**src/rtl/t5_dmem_if.sv**
```systemverilog
// rtl/t5_dmem_if.sv - Wishbone-classic data bus between the memory stage and the data port
interface t5_dmem_if #(
    parameter int XLEN = 32
);
    logic [XLEN-1:0] adr;
    logic [XLEN-1:0] dto;
    logic [3:0]      sel;
    logic            stb;
    logic            wre;
    logic [XLEN-1:0] dti;
    logic            ack;

    modport master (
        output adr, dto, sel, stb, wre,
        input  dti, ack
    );

    modport slave (
        input  adr, dto, sel, stb, wre,
        output dti, ack
    );
endinterface

```
**src/rtl/t5_dmem.sv**
```systemverilog
// rtl/t5_dmem.sv - memory-stage load/store unit with Wishbone data master and bus watchdog
module t5_dmem #(
    parameter int         XLEN = 32,
    parameter logic [7:0] TMO  = 8'd255
) (
    input  logic            sclk,
    input  logic            srst,
    input  logic            sena,
    input  logic [6:2]      dopc,
    input  logic [14:12]    dfn3,
    input  logic [XLEN-1:0] dea,
    input  logic [XLEN-1:0] drs2,
    t5_dmem_if.master       dwb,
    output logic [3:0]      xsel,
    output logic [2:0]      xfn3,
    output logic            xstb,
    output logic            xwre,
    output logic [XLEN-1:0] xdti,
    output logic            xmis,
    output logic            xerr,
    output logic            dstall
);

    typedef enum logic [1:0] {IDLE, BUSY, HOLD} state_t;

    state_t          state;
    logic [7:0]      wdog;
    logic [7:0]      wdog_nxt;
    logic [XLEN-1:0] held;
    logic [XLEN-1:0] adr_q;
    logic [XLEN-1:0] dto_q;
    logic [3:0]      sel_q;
    logic            stb_q;
    logic            wre_q;

    logic            is_load;
    logic            is_store;
    logic            is_mem;
    logic            mis;
    logic [3:0]      lane_sel;
    logic [XLEN-1:0] st_data;

    assign is_load  = (dopc == 5'b00000);
    assign is_store = (dopc == 5'b01000);
    assign is_mem   = is_load | is_store;

    // funct3[13:12]: 00 byte, 01 half, anything wider is treated as a full word
    always_comb begin
        lane_sel = 4'hF;
        st_data  = drs2;
        mis      = 1'b0;
        case (dfn3[13:12])
            2'b00: begin
                if (is_mem) lane_sel = 4'b0001 << dea[1:0];
                st_data = {(XLEN/8){drs2[7:0]}};
            end
            2'b01: begin
                if (is_mem) lane_sel = dea[1] ? 4'hC : 4'h3;
                st_data = {(XLEN/16){drs2[15:0]}};
                mis     = is_mem & dea[0];
            end
            default: begin
                mis = is_mem & (dea[1:0] != 2'b00);
            end
        endcase
    end

    assign wdog_nxt = (wdog == TMO) ? wdog : wdog + 8'd1;

    always_ff @(posedge sclk) begin
        if (srst) begin
            state <= IDLE;
            wdog  <= 8'd0;
            held  <= '0;
            adr_q <= '0;
            dto_q <= '0;
            sel_q <= 4'h0;
            stb_q <= 1'b0;
            wre_q <= 1'b0;
            xsel  <= 4'hF;
            xfn3  <= 3'd0;
            xmis  <= 1'b0;
            xerr  <= 1'b0;
        end else if (sena) begin
            // a pipeline advance always retires whatever was in flight
            xsel  <= lane_sel;
            xfn3  <= dfn3;
            xmis  <= mis;
            xerr  <= 1'b0;
            adr_q <= {dea[XLEN-1:2], 2'b00};
            sel_q <= lane_sel;
            dto_q <= st_data;
            wre_q <= is_store;
            if (is_mem && !mis) begin
                state <= BUSY;
                stb_q <= 1'b1;
                wdog  <= 8'd0;
            end else begin
                state <= IDLE;
                stb_q <= 1'b0;
            end
        end else begin
            case (state)
                BUSY: begin
                    if (dwb.ack) begin
                        state <= HOLD;
                        held  <= dwb.dti;
                        stb_q <= 1'b0;
                    end else begin
                        wdog <= wdog_nxt;
                        if (wdog_nxt == TMO) begin
                            state <= HOLD;
                            held  <= '0;
                            xerr  <= 1'b1;
                            stb_q <= 1'b0;
                        end
                    end
                end
                default: ;
            endcase
        end
    end

    assign dwb.adr = adr_q;
    assign dwb.dto = dto_q;
    assign dwb.sel = sel_q;
    assign dwb.stb = stb_q;
    assign dwb.wre = wre_q;

    assign xstb   = (state != IDLE);
    assign xwre   = wre_q;
    assign xdti   = (state == HOLD) ? held : dwb.dti;
    // the single-cycle ack releases the stall so writeback captures on the ack edge
    assign dstall = (state == BUSY) && !dwb.ack && (wdog < TMO);

endmodule

```
**src/flat_wrapper.sv**
```systemverilog
// flat-port wrapper written by rule: the top's interface ports become plain ports
module t5_dmem_flat 
#(
    parameter int         XLEN = 32,
    parameter logic [7:0] TMO  = 8'd255
)
  (sclk, srst, sena, dopc, dfn3, dea, drs2, xsel, xfn3, xstb, xwre, xdti, xmis, xerr, dstall, dwb_adr, dwb_dto, dwb_sel, dwb_stb, dwb_wre, dwb_dti, dwb_ack);
  t5_dmem_if #(.XLEN(XLEN)) dwb_i ();
  input  logic sclk;
  input  logic srst;
  input  logic sena;
  input  logic [6:2] dopc;
  input  logic [14:12] dfn3;
  input  logic [XLEN-1:0] dea;
  input  logic [XLEN-1:0] drs2;
  output logic [3:0] xsel;
  output logic [2:0] xfn3;
  output logic xstb;
  output logic xwre;
  output logic [XLEN-1:0] xdti;
  output logic xmis;
  output logic xerr;
  output logic dstall;
  output wire logic [$bits(dwb_i.adr)-1:0] dwb_adr;
  output wire logic [$bits(dwb_i.dto)-1:0] dwb_dto;
  output wire logic [$bits(dwb_i.sel)-1:0] dwb_sel;
  output wire logic [$bits(dwb_i.stb)-1:0] dwb_stb;
  output wire logic [$bits(dwb_i.wre)-1:0] dwb_wre;
  input wire logic [$bits(dwb_i.dti)-1:0] dwb_dti;
  input wire logic [$bits(dwb_i.ack)-1:0] dwb_ack;
  assign dwb_adr = dwb_i.adr;
  assign dwb_dto = dwb_i.dto;
  assign dwb_sel = dwb_i.sel;
  assign dwb_stb = dwb_i.stb;
  assign dwb_wre = dwb_i.wre;
  assign dwb_i.dti = dwb_dti;
  assign dwb_i.ack = dwb_ack;
  t5_dmem #(.XLEN(XLEN), .TMO(TMO)) u_core (.sclk(sclk), .srst(srst), .sena(sena), .dopc(dopc), .dfn3(dfn3), .dea(dea), .drs2(drs2), .dwb(dwb_i), .xsel(xsel), .xfn3(xfn3), .xstb(xstb), .xwre(xwre), .xdti(xdti), .xmis(xmis), .xerr(xerr), .dstall(dstall));
endmodule
```
**config.mk**
```make
export PLATFORM = sky130hd
export DESIGN_NAME = t5_dmem_flat
export DESIGN_NICKNAME = d
export VERILOG_FILES = /design/src/rtl/t5_dmem_if.sv /design/src/rtl/t5_dmem.sv /design/src/flat_wrapper.sv
export SDC_FILE = /design/constraint.sdc
export NUM_CORES = 1
export LEC_CHECK = 0
export ABC_AREA = 0
export BUFFER_PORTS_ARGS = -buffer_cell sky130_fd_sc_hd__buf_2
export CAP_MARGIN = 20
export CORE_MARGIN = 3
export CORE_UTILIZATION = 42
export CTS_CLUSTER_DIAMETER = 60
export DETAILED_ROUTE_END_ITERATION = 8
export GPL_TIMING_DRIVEN = 0
export PLACE_DENSITY_LB_ADDON = 0.1
export SYNTH_ARGS = -nofsm -noshare
export SYNTH_HDL_FRONTEND = slang
export SYNTH_SLANG_ARGS = --single-unit
```
**constraint.sdc**
```tcl
create_clock -name sclk -period 2.1 [get_ports sclk]
set_input_delay 0 -clock sclk [delete_from_list [all_inputs] [get_ports sclk]]
set_output_delay 0 -clock sclk [all_outputs]
set_load 0.05 [all_outputs]
```
-- After elaboration in Yosys (flattened, before gate mapping)
Index checks and enable logic that the tools add are counted.
- bits of input ports: 108
- bits in registers: 119
- output and inout port bits: 114
- logic and storage cells: 69
- equal/unequal tests: 8
- bitwise operators: 5
- mux-type cells: 24
- $lt $le $gt $ge: 1
- reduce and logical (&&, ||, !) cells: 17
- $add $sub $neg: 1
- shift-type cells: 1
- operator list (cell ; count):
    $mux W32 ; 3
    $pmux W32 S2 ; 1
    $mux W8 ; 5
    $eq A8 B8 Y1 const B ; 2
    $mux W4 ; 3
    $reduce_and A3 Y1 ; 3
    $add A8 B1 Y8 const B ; 1
    $lt A8 B8 Y1 const B ; 1
    $mux W2 ; 4
    $pmux W4 S2 ; 1
    $reduce_bool A2 Y1 ; 4
    $mux W1 ; 6
    $eq A5 B4 Y1 const B ; 1
    $logic_not A5 Y1 ; 1
    $eq A2 B1 Y1 const B ; 2
    $shl A1 B2 Y4 const A ; 1
    $logic_and A1 B1 Y1 ; 3
    $reduce_bool A3 Y1 ; 1
    $and A1 B1 Y1 ; 2
    $eq A2 B2 Y1 const B ; 1
    $logic_not A1 Y1 ; 2
    $logic_not A2 Y1 ; 1
    $ne A2 B1 Y1 const B ; 1
    $ne A2 B2 Y1 const B ; 1
    5 further kinds ; 6

-- Depth between registers and ports, before layout
Gate-level depths: netlist of run 1.
- depth after elaboration: 8
- gate-level depth with buffers: 8
- depth with buffers taken out: 6

-- Worst setup path after synthesis of run 1
Ideal clock, no wire load.
- path type: flip-flop to output port
- start: reg u_core.state[0]
- end: out xdti[0]
- required time: 2100 ps
- arrival time: 2219 ps
- setup slack: -119 ps
- cell stages (with the launch flop): 5
- path buffers: 2
- cells stage by stage: dfxtp_1 -> nand2b_1 -> clkbuf_1 -> buf_1 -> o21ai_0
- cells in the longest elaborated chain, start to end: 2
- RTL lines (item ; RTL line ; source):
    from (decl) ; t5_dmem.sv:26 ; state_t state;
    from (signal assigned) ; t5_dmem.sv:72 ; state <= IDLE;
    from (signal assigned) ; t5_dmem.sv:95 ; state <= BUSY;
    from (signal assigned) ; t5_dmem.sv:99 ; state <= IDLE;
    $eq A2 B2 Y1 ; t5_dmem.sv:132 ; assign xdti = (state == HOLD) ? held : dwb.dti;
    $mux W32 ; t5_dmem.sv:132 ;
    to (decl) ; flat_wrapper.sv:20 ; output logic [XLEN-1:0] xdti;
No other way between the ends.

-- Worst setup path after layout of run 1
- start: in srst
- end: reg u_core.dto_q[13], in the netlist u_core.dwb.dto[13]
- RTL lines (item ; RTL line ; source):
    from (decl) ; flat_wrapper.sv:10 ; input logic srst;
    to (signal assigned) ; t5_dmem.sv:92 ; dto_q <= st_data;
    to (decl) ; t5_dmem.sv:31 ; logic [XLEN-1:0] dto_q;
No word-level cell between the ends.

==> results of run 1 <==
[Yosys cell counts, drive strengths merged (8+ instances only)]
| library cell | count | area, µm² |
|---|---|---|
| buf | 23 | 133 |
| o21ai | 55 | 275 |
| nand2 | 56 | 210 |
| o41ai | 32 | 288 |
| dfxtp | 118 | 2360 |
| inv | 39 | 146 |
| a311oi | 11 | 96.3 |
| a211oi | 11 | 82.6 |
| nor3 | 8 | 40.0 |
| nor2 | 90 | 340 |
| a32oi | 32 | 280 |
| mux2i | 68 | 681 |
| clkbuf | 39 | 146 |
[cell families (layout without fill, tap and decap cells)]
family          Yosys count  in the layout  share of synthesized area, %
fa+ha+maj                 1              1                         0.231
flops                   118            118                          43.6
compound gates          161            161                          21.7
buf+inv                 101            452                          7.86
other cells               1              3                        0.0693
simple gates            176            176                          13.7
mux                      69             69                          12.8
[critical path: stages]
cell and delay, ps:
dlygate4sd3_1 540, buf_2 160, clkbuf_1 410, buf_1 490
a311oi_1 110, dlygate4sd3_1 610
[state kept, by name, indices dropped and copies added, names as in the netlist]
name            cells
u_core.dwb.adr     30
u_core.xmis         1
u_core.state        2
u_core.xfn3         3
u_core.xerr         1
u_core.dwb.dto     32
u_core.held        32
u_core.xsel         4
u_core.wdog         8
u_core.dwb.wre      1
u_core.dwb.sel      4
[power groups by stage]
stage / logic (mW) / clock network (mW) / registers (mW)
after floorplan: 0.406 / 0 / 2.72
after global placement: 1.01 / 0 / 2.42
after detailed placement: 1.02 / 0 / 2.42
after CTS: 1.18 / 2.95 / 2.38
after global routing: 1.27 / 3.05 / 2.38
final: 1.19 / 2.90 / 2.38
[per-stage QoR]
step	cell area [µm²]	util, %	hold slack, ps
finish	8370	68.0	79.0
global route	8370	68.0	144
CTS	8340	67.7	59.8
detailed placement	6710	54.5	229
global placement	6710	54.5	218
floorplan	5420	-	114
[how the worst min path moves through the flow]
stage	endpoint	slack (ps)	cells after the start
final	u_core.dwb.dto[31]	80	5
after detailed placement	u_core.held[1]	230	3
after floorplan	u_core.held[0]	110	2
after CTS	u_core.dwb.dto[31]	60	5
after global routing	u_core.xsel[2]	140	4
after global placement	u_core.held[18]	220	3
[final cells by class]
| type | count | area (µm²) |
|---|---|---|
| well taps | 168 | 210 |
| inverters | 39 | 146 |
| plain buffers | 61 | 280 |
| multi-input cells | 409 | 2660 |
| flip-flops and latches | 118 | 2360 |
| diodes | 1 | 2.50 |
| repair buffers | 320 | 2120 |
| fillers | 1022 | 3940 |
| clock inverters | 10 | 128 |
| clock buffers | 22 | 464 |
[metal layers]
metal	share of wire (%)	vias up
li1	-	2935
met1	41	2808
met2	50	246
met3	7.6	29
met4	1.7	0
met5	0	-
[timing repair]
action / in CTS / in global routing
hold endpoints to repair: 100 / 0
setup endpoints to repair: 31 / 51
gates resized for setup: 4 / 8
hold buffers: 103 / 0
==> flow_metrics.tcl, run 1 <==
set metrics [dict create \
    antenna_found_initial 1 \
    layout-drive-gt1-share_pct 28.5 \
    layout_commonest_cell "buf_2" \
    hold_start "drs2[15]" \
    pin_count 222 \
    r2r_setup_slack_ps 110 \
    setup_slack_ps 64.7 \
    drt-pass1-iter-count 5 \
    crit_arrival_ps 2330 \
    use_met3_pct 6.64 \
    fin_tns_setup_ps 0 \
    slew_violations 0 \
    startpoint "srst" \
    ys_types 45 \
    synth_area_per_cell_um2 8.63 \
    cts.path.max_buffers 2 \
    pre_cts_ws_ps 12.8 \
    die_h_um 120 \
    cts_setup_buffers 0 \
    reg2reg_to "u_core.held[19]" \
    wl_um 18600 \
    swShare_pct 28.1 \
    die_area_mm2 0.0143 \
    vias_per_cell 5.24 \
    crit_required_ps 2390 \
    clockRootBuffer "clkbuf_16" \
    clkSlewWorstSetupHoldPaths_ps 50 \
    critPathCapture "u_core.dwb.dto[13]" \
    ff2ff_path_depth 7 \
    pwr-share-comb_pct 18.4 \
    met1_usage_pct 30.6 \
    intPower_mw 4.65 \
    yosys_warnings 0 \
    drc 0 \
    nets 1075 \
    ys_seq_area_share_pct 43.6 \
    grt_pass1_wl_um 29900 \
    core-area_mm2 0.0123 \
    synthArstFlopShare_pct 0 \
    min_period_ps 2040 \
    route.antenna.remaining_nets 0 \
    placedCellCount 1013 \
    layout_common_cells "buf_2 (226), dfxtp_1 (117), dlygate4sd3_1 (103)" \
    critical_path_class "in -> reg" \
    area_delta_synth_final_pct 54.7 \
    p_sw_mw 1.82 \
    busiest_layer "met2" \
    finalCritPeriodShare_pct 96.9 \
    synth_area_mm2 0.00541 \
    cts.sinks 118 \
    use_met2_pct 44.8 \
    seq_power_share_pct 36.7 \
    synth-main-ff-cell "dfxtp_1" \
    synth_seq_cells 118 \
    powerDensity_mw_per_mm2 772 \
    rsz0062_at_grt "false" \
    drt_iter0_drc 367 \
    status "complete, no violations" \
    total_power_mw 6.47 \
    clock_latency_ps 410 \
    start_util_pct 44.0 \
    setup_viol 0 \
    ir_worst_vdd_mv 0.506 \
    via_count 6018 \
    r2r_start "u_core.wdog[1]" \
    worst_clock_skew_ps 7.18 \
    num_rows 40 \
    globalRouteOverflowTotal 0 \
    clock.fmax_ghz 0.491 \
    min_path_type "in -> reg" \
    die_x_um 120 \
    worst_pin_slew_ps 683 \
    io_buffers 217 \
    slew_headroom_pct 54.5 \
    critical_path.max_fanout 10 \
    cp-start-kind "input pin" \
    syn-instance-count 627 \
    synth_edf_count 0 \
    final_cells 1148 \
    grt_usage_pct 25.6 \
    end_kind "flip-flop" \
    clkPwrFrac_pct 44.8 \
    wl_per_cell_um 16.2 \
    finalHoldViolCount 0 \
    grt_pass1_vias 6020 \
    cts_tree "done" \
    cts_buffers 17 \
    leakage_nw 3.81 \
    place_congestion 0.896 \
    grt_max_degree 17 \
    dp_hpwl_um 12700 \
    drv_cap 0 \
    htree_levels 4 \
]
(Power assumes the default switching activity.)
==> inputs of run 2 (changes only) <==
- PLACE_DENSITY: not set -> 0.71
- PLACE_DENSITY_LB_ADDON: 0.1 -> not set
==> flow_metrics.tcl, run 2 (synthesis results as in run 1) <==
set metrics [dict create \
    nFillCells 984 \
    core-area_mm2 0.0123 \
    intPower_mw 4.56 \
    finalHoldViolCount 0 \
    grt_max_degree 17 \
    start_util_pct 44.0 \
    dr_wl_met3_um 1470 \
    layout_common_cells "buf_2 (226), dfxtp_1 (117), dlygate4sd3_1 (101)" \
    min_period_ps 1980 \
    grt_pass1_vias 5944 \
    critical_path.max_fanout 10 \
    wl_per_cell_um 16.2 \
    crit_arrival_ps 2270 \
    route.antenna.remaining_nets 0 \
    r2r_setup_slack_ps 180 \
    end_kind "flip-flop" \
    grt_pass1_wl_um 29800 \
    setup_slack_ps 121 \
    clock_latency_ps 400 \
    slew_violations 0 \
    leakage_nw 3.79 \
    ff2ff_path_depth 8 \
    wl_um 18600 \
    wl_met1_um 7930 \
    pin_count 222 \
    startpoint "srst" \
    cts.sinks 118 \
    finalCritPeriodShare_pct 94.2 \
    clock.fmax_ghz 0.505 \
    setup_viol 0 \
    worst_clock_skew_ps 7.46 \
    grt_usage_pct 25.5 \
    swShare_pct 28.5 \
    die_area_mm2 0.0143 \
    drc 0 \
    vias_per_cell 5.28 \
    drv_cap 0 \
    wl_met2_um 8780 \
    via_count 6051 \
    place_congestion 0.813 \
    top_layer "met4" \
    min_path_type "in -> reg" \
    clockRootBuffer "clkbuf_16" \
    die_h_um 120 \
    layout_commonest_cell "buf_2" \
    seq_power_share_pct 37.2 \
    clkSlewWorstSetupHoldPaths_ps 50 \
    pre_cts_ws_ps 46.8 \
    slew_headroom_pct 55.3 \
    critical_path_class "in -> reg" \
    powerDensity_mw_per_mm2 766 \
    antenna_found_initial 1 \
    clkPwrFrac_pct 44.1 \
    min_path_cells 5 \
    utilization_pct 67.7 \
    ir_worst_vdd_mv 0.564 \
    die_x_um 120 \
    drt-pass1-iter-count 5 \
    drt_iter0_drc 503 \
    worst_pin_slew_ps 671 \
    dp_hpwl_um 12100 \
    reg2reg_to "u_core.held[23]" \
    critPathCapture "u_core.dwb.dto[14]" \
    final_cell_area_mm2 0.00834 \
    cts_buffers 17 \
    status "complete, no violations" \
    globalRouteOverflowTotal 0 \
    rsz0062_at_grt "false" \
    r2r_start "u_core.wdog[1]" \
    cp-start-kind "input pin" \
    fin_tns_setup_ps 0 \
    crit_required_ps 2390 \
    place_area_mm2 0.00671 \
    area_delta_synth_final_pct 54.0 \
    layout-drive-gt1-share_pct 28.6 \
    num_rows 40 \
    cts.path.max_buffers 2 \
    io_buffers 217 \
    nets 1073 \
    htree_levels 4 \
    pwr-share-comb_pct 18.7 \
    cts_tree "done" \
    p_sw_mw 1.82 \
]
## run 2: power by group through the flow
stage / Clock (mW) / Sequential, mW / Combinational (mW)
6_report: 2.81 / 2.38 / 1.19
3_5_place_dp: 0 / 2.42 / 1.02
4_1_cts: 2.85 / 2.37 / 1.17
2_1_floorplan: 0 / 2.72 / 0.406
3_3_place_gp: 0 / 2.42 / 1.02
5_1_grt: 2.95 / 2.38 / 1.27
## run 2: cell type report
| class | instances | area, µm² | area share [%] |
|---|---|---|---|
| multi-input cells | 409 | 2650 | 31.8 |
| flip-flops and latches | 118 | 2360 | 28.4 |
| repair buffers | 318 | 2100 | 25.2 |
| clock buffers | 23 | 478 | 5.73 |
| plain buffers | 61 | 282 | 3.38 |
| well taps | 168 | 210 | 2.52 |
| inverters | 39 | 146 | 1.76 |
| clock inverters | 9 | 100 | 1.20 |
| diodes | 2 | 5.00 | 0.0600 |
## run 2: through the flow
| stage | hold WS, ps | cells | power [mW] |
|---|---|---|---|
| 2_1_floorplan | 114 | 628 | 3.12 |
| 3_3_place_gp | 222 | 1013 | 3.44 |
| 3_5_place_dp | 224 | 1013 | 3.44 |
| 4_1_cts | 5.32 | 1145 | 6.40 |
| 5_1_grt | 85.2 | 1147 | 6.60 |
| 6_report | 60.9 | 1147 | 6.38 |
## run 2: worst max-delay path: stages
cell	delay [ps]
dlygate4sd3_1	520
buf_2	140
clkbuf_1	410
clkbuf_1	470
a311oi_1	110
dlygate4sd3_1	610
## run 2: worst min path at each step
stage                from                 end  slack (ps)
2_1_floorplan  dwb_dti[0]      u_core.held[0]         110
3_3_place_gp   dwb_dti[7]      u_core.held[7]         220
3_5_place_dp   dwb_dti[5]      u_core.held[5]         220
4_1_cts          drs2[29]  u_core.dwb.dto[29]           5
5_1_grt          drs2[29]  u_core.dwb.dto[29]          90
6_report         drs2[29]  u_core.dwb.dto[29]          60
## run 2: per-layer routing
| layer | up-vias | GRT usage (%) |
|---|---|---|
| met4 | 0 | 9.88 |
| met2 | 287 | 42.5 |
| li1 | 2934 | - |
| met5 | - | 0 |
| met3 | 32 | 6.88 |
| met1 | 2798 | 31.5 |
## run 2: timing repair
action / in CTS / in global routing
hold buffers: 101 / 0
cloned: 0 / 0
resized for setup: 4 / 7
endpoints found under the setup margin: 28 / 52
hold endpoints to repair: 99 / 0
buffers inserted: 0 / 0
==> inputs of run 3 (changes only) <==
- CTS_BUF_LIST: not set -> sky130_fd_sc_hd__clkbuf_4 sky130_fd_sc_hd__clkbuf_8
- SETUP_SLACK_MARGIN: not set -> 0.15
==> flow_metrics.tcl, run 3 (synthesis results as in run 1) <==
set metrics [dict create \
    wl_met2_um 9110 \
    core-area_mm2 0.0123 \
    total_power_mw 5.70 \
    cp_cell_sequence "buf_4 -> and4_4 -> a21oi_4 -> a2111oi_4 -> o2111a_1 -> buf_6 -> buf_6 -> o41ai_1" \
    clockRootBuffer "clkbuf_8" \
    worst_clock_skew_ps 6.26 \
    cpMaxStageDelayCell "a2111oi_4" \
    htree_levels 4 \
    top_layer "met4" \
    cts_setup_buffers 0 \
    finalCritPeriodShare_pct 87.6 \
    crit_required_ps 2400 \
    status "complete, no violations" \
    layout_common_cells "buf_2 (211), dfxtp_1 (113), dlygate4sd3_1 (104)" \
    place_congestion 0.887 \
    die_h_um 120 \
    cts_tree "done" \
    wl_um 18600 \
    cts_buffers 17 \
    vias_per_cell 5.19 \
    dr_wl_met3_um 1530 \
    critPathMaxStageDelay_ps 320 \
    drt-pass1-iter-count 5 \
    antenna_found_initial 1 \
    powerDensity_mw_per_mm2 688 \
    min_period_ps 1840 \
    slew_violations 0 \
    via_count 5959 \
    area_delta_synth_final_pct 53.2 \
    fin_tns_setup_ps 0 \
    clock_latency_ps 440 \
    clock.fmax_ghz 0.544 \
    slew_headroom_pct 53.8 \
    cts.path.max_buffers 2 \
    clkSlewWorstSetupHoldPaths_ps 70 \
    layout_commonest_cell "buf_2" \
    min_path_type "in -> reg" \
    drv_cap 0 \
    final_cell_area_mm2 0.00829 \
    ir_worst_vdd_mv 0.509 \
    dp_hpwl_um 12200 \
    wl_per_cell_um 16.2 \
    worst_pin_slew_ps 693 \
    pin_count 222 \
    end_kind "flip-flop" \
    die_area_mm2 0.0143 \
    drt_iter0_drc 422 \
    place_area_mm2 0.00673 \
    finalHoldViolCount 0 \
    nets 1077 \
    grt_usage_pct 25.9 \
    io_buffers 217 \
    cts.sinks 118 \
    rsz0062_at_grt "true" \
    cp-start-kind "flip-flop" \
    drc 0 \
    setup_viol 0 \
    globalRouteOverflowTotal 0 \
    crit_arrival_ps 2140 \
    wl_met1_um 7730 \
    route.antenna.remaining_nets 0 \
    leakage_nw 3.76 \
    grt_pass1_wl_um 30000 \
    critical_path.max_fanout 10 \
    num_rows 40 \
    grt_max_degree 17 \
    layout-drive-gt1-share_pct 30.0 \
    start_util_pct 44.0 \
    cp_common_cell "buf_6" \
    critical_path_class "reg -> reg" \
    die_x_um 120 \
    grt_pass1_vias 5930 \
]
## run 3: layout make-up
type,count,area (µm²)
sequential,118,2370
buffer,62,310
inverter,39,146
antenna,1,2.50
multi-input combinational,409,2690
fill,1007,4020
clock buffer,20,269
timing repair buffer,321,2160
tap,168,210
clock inverter,10,130
## run 3: report_power, final
group,switching (mW),internal (mW)
sequential,0.0465,2.33
combinational,0.791,0.417
clock,0.896,1.22
total,1.73,3.97
## run 3: worst paths after layout
path	from	to	slack [ps]	depth (start not counted)
max	u_core.wdog[5]	u_core.held[18]	260	8
min	drs2[9]	u_core.dwb.dto[25]	80	5
max reg2reg	u_core.wdog[5]	u_core.held[18]	260	8
min reg2reg	u_core.held[7]	u_core.held[7]	480	2
## run 3: per-stage QoR
stage	hold slack [ps]	setup slack [ps]	utilization (%)	std cells
floorplan	114	22.8	-	628
global placement	225	73.9	54.6	1013
detailed placement	227	39.9	54.6	1013
CTS	28.6	151	66.6	1147
global route	108	112	67.3	1148
finish	82.9	261	67.3	1148
## run 3: timing repair
action / in CTS / in global routing
hold buffers: 104 / 0
gates cloned: 0 / 0
gates resized for setup: 10 / 45
hold endpoints to repair: 104 / 0
setup endpoints to repair: 62 / 66
pin swaps: 0 / 2
## run 3: critical path: cells and delay by family (launching register included)
kind / cells / cell delay, ps
AO/OA/AOI/OAI: 4 / 710
buffers and inverters: 3 / 440
flip-flops: 1 / 310
AND/OR/NAND/NOR: 1 / 250
## run 3: layer usage
layer,global-route usage [%],up-vias
met5,0,-
met4,7.66,0
met3,8.53,19
met2,43.2,246
met1,31.9,2754
li1,-,2940
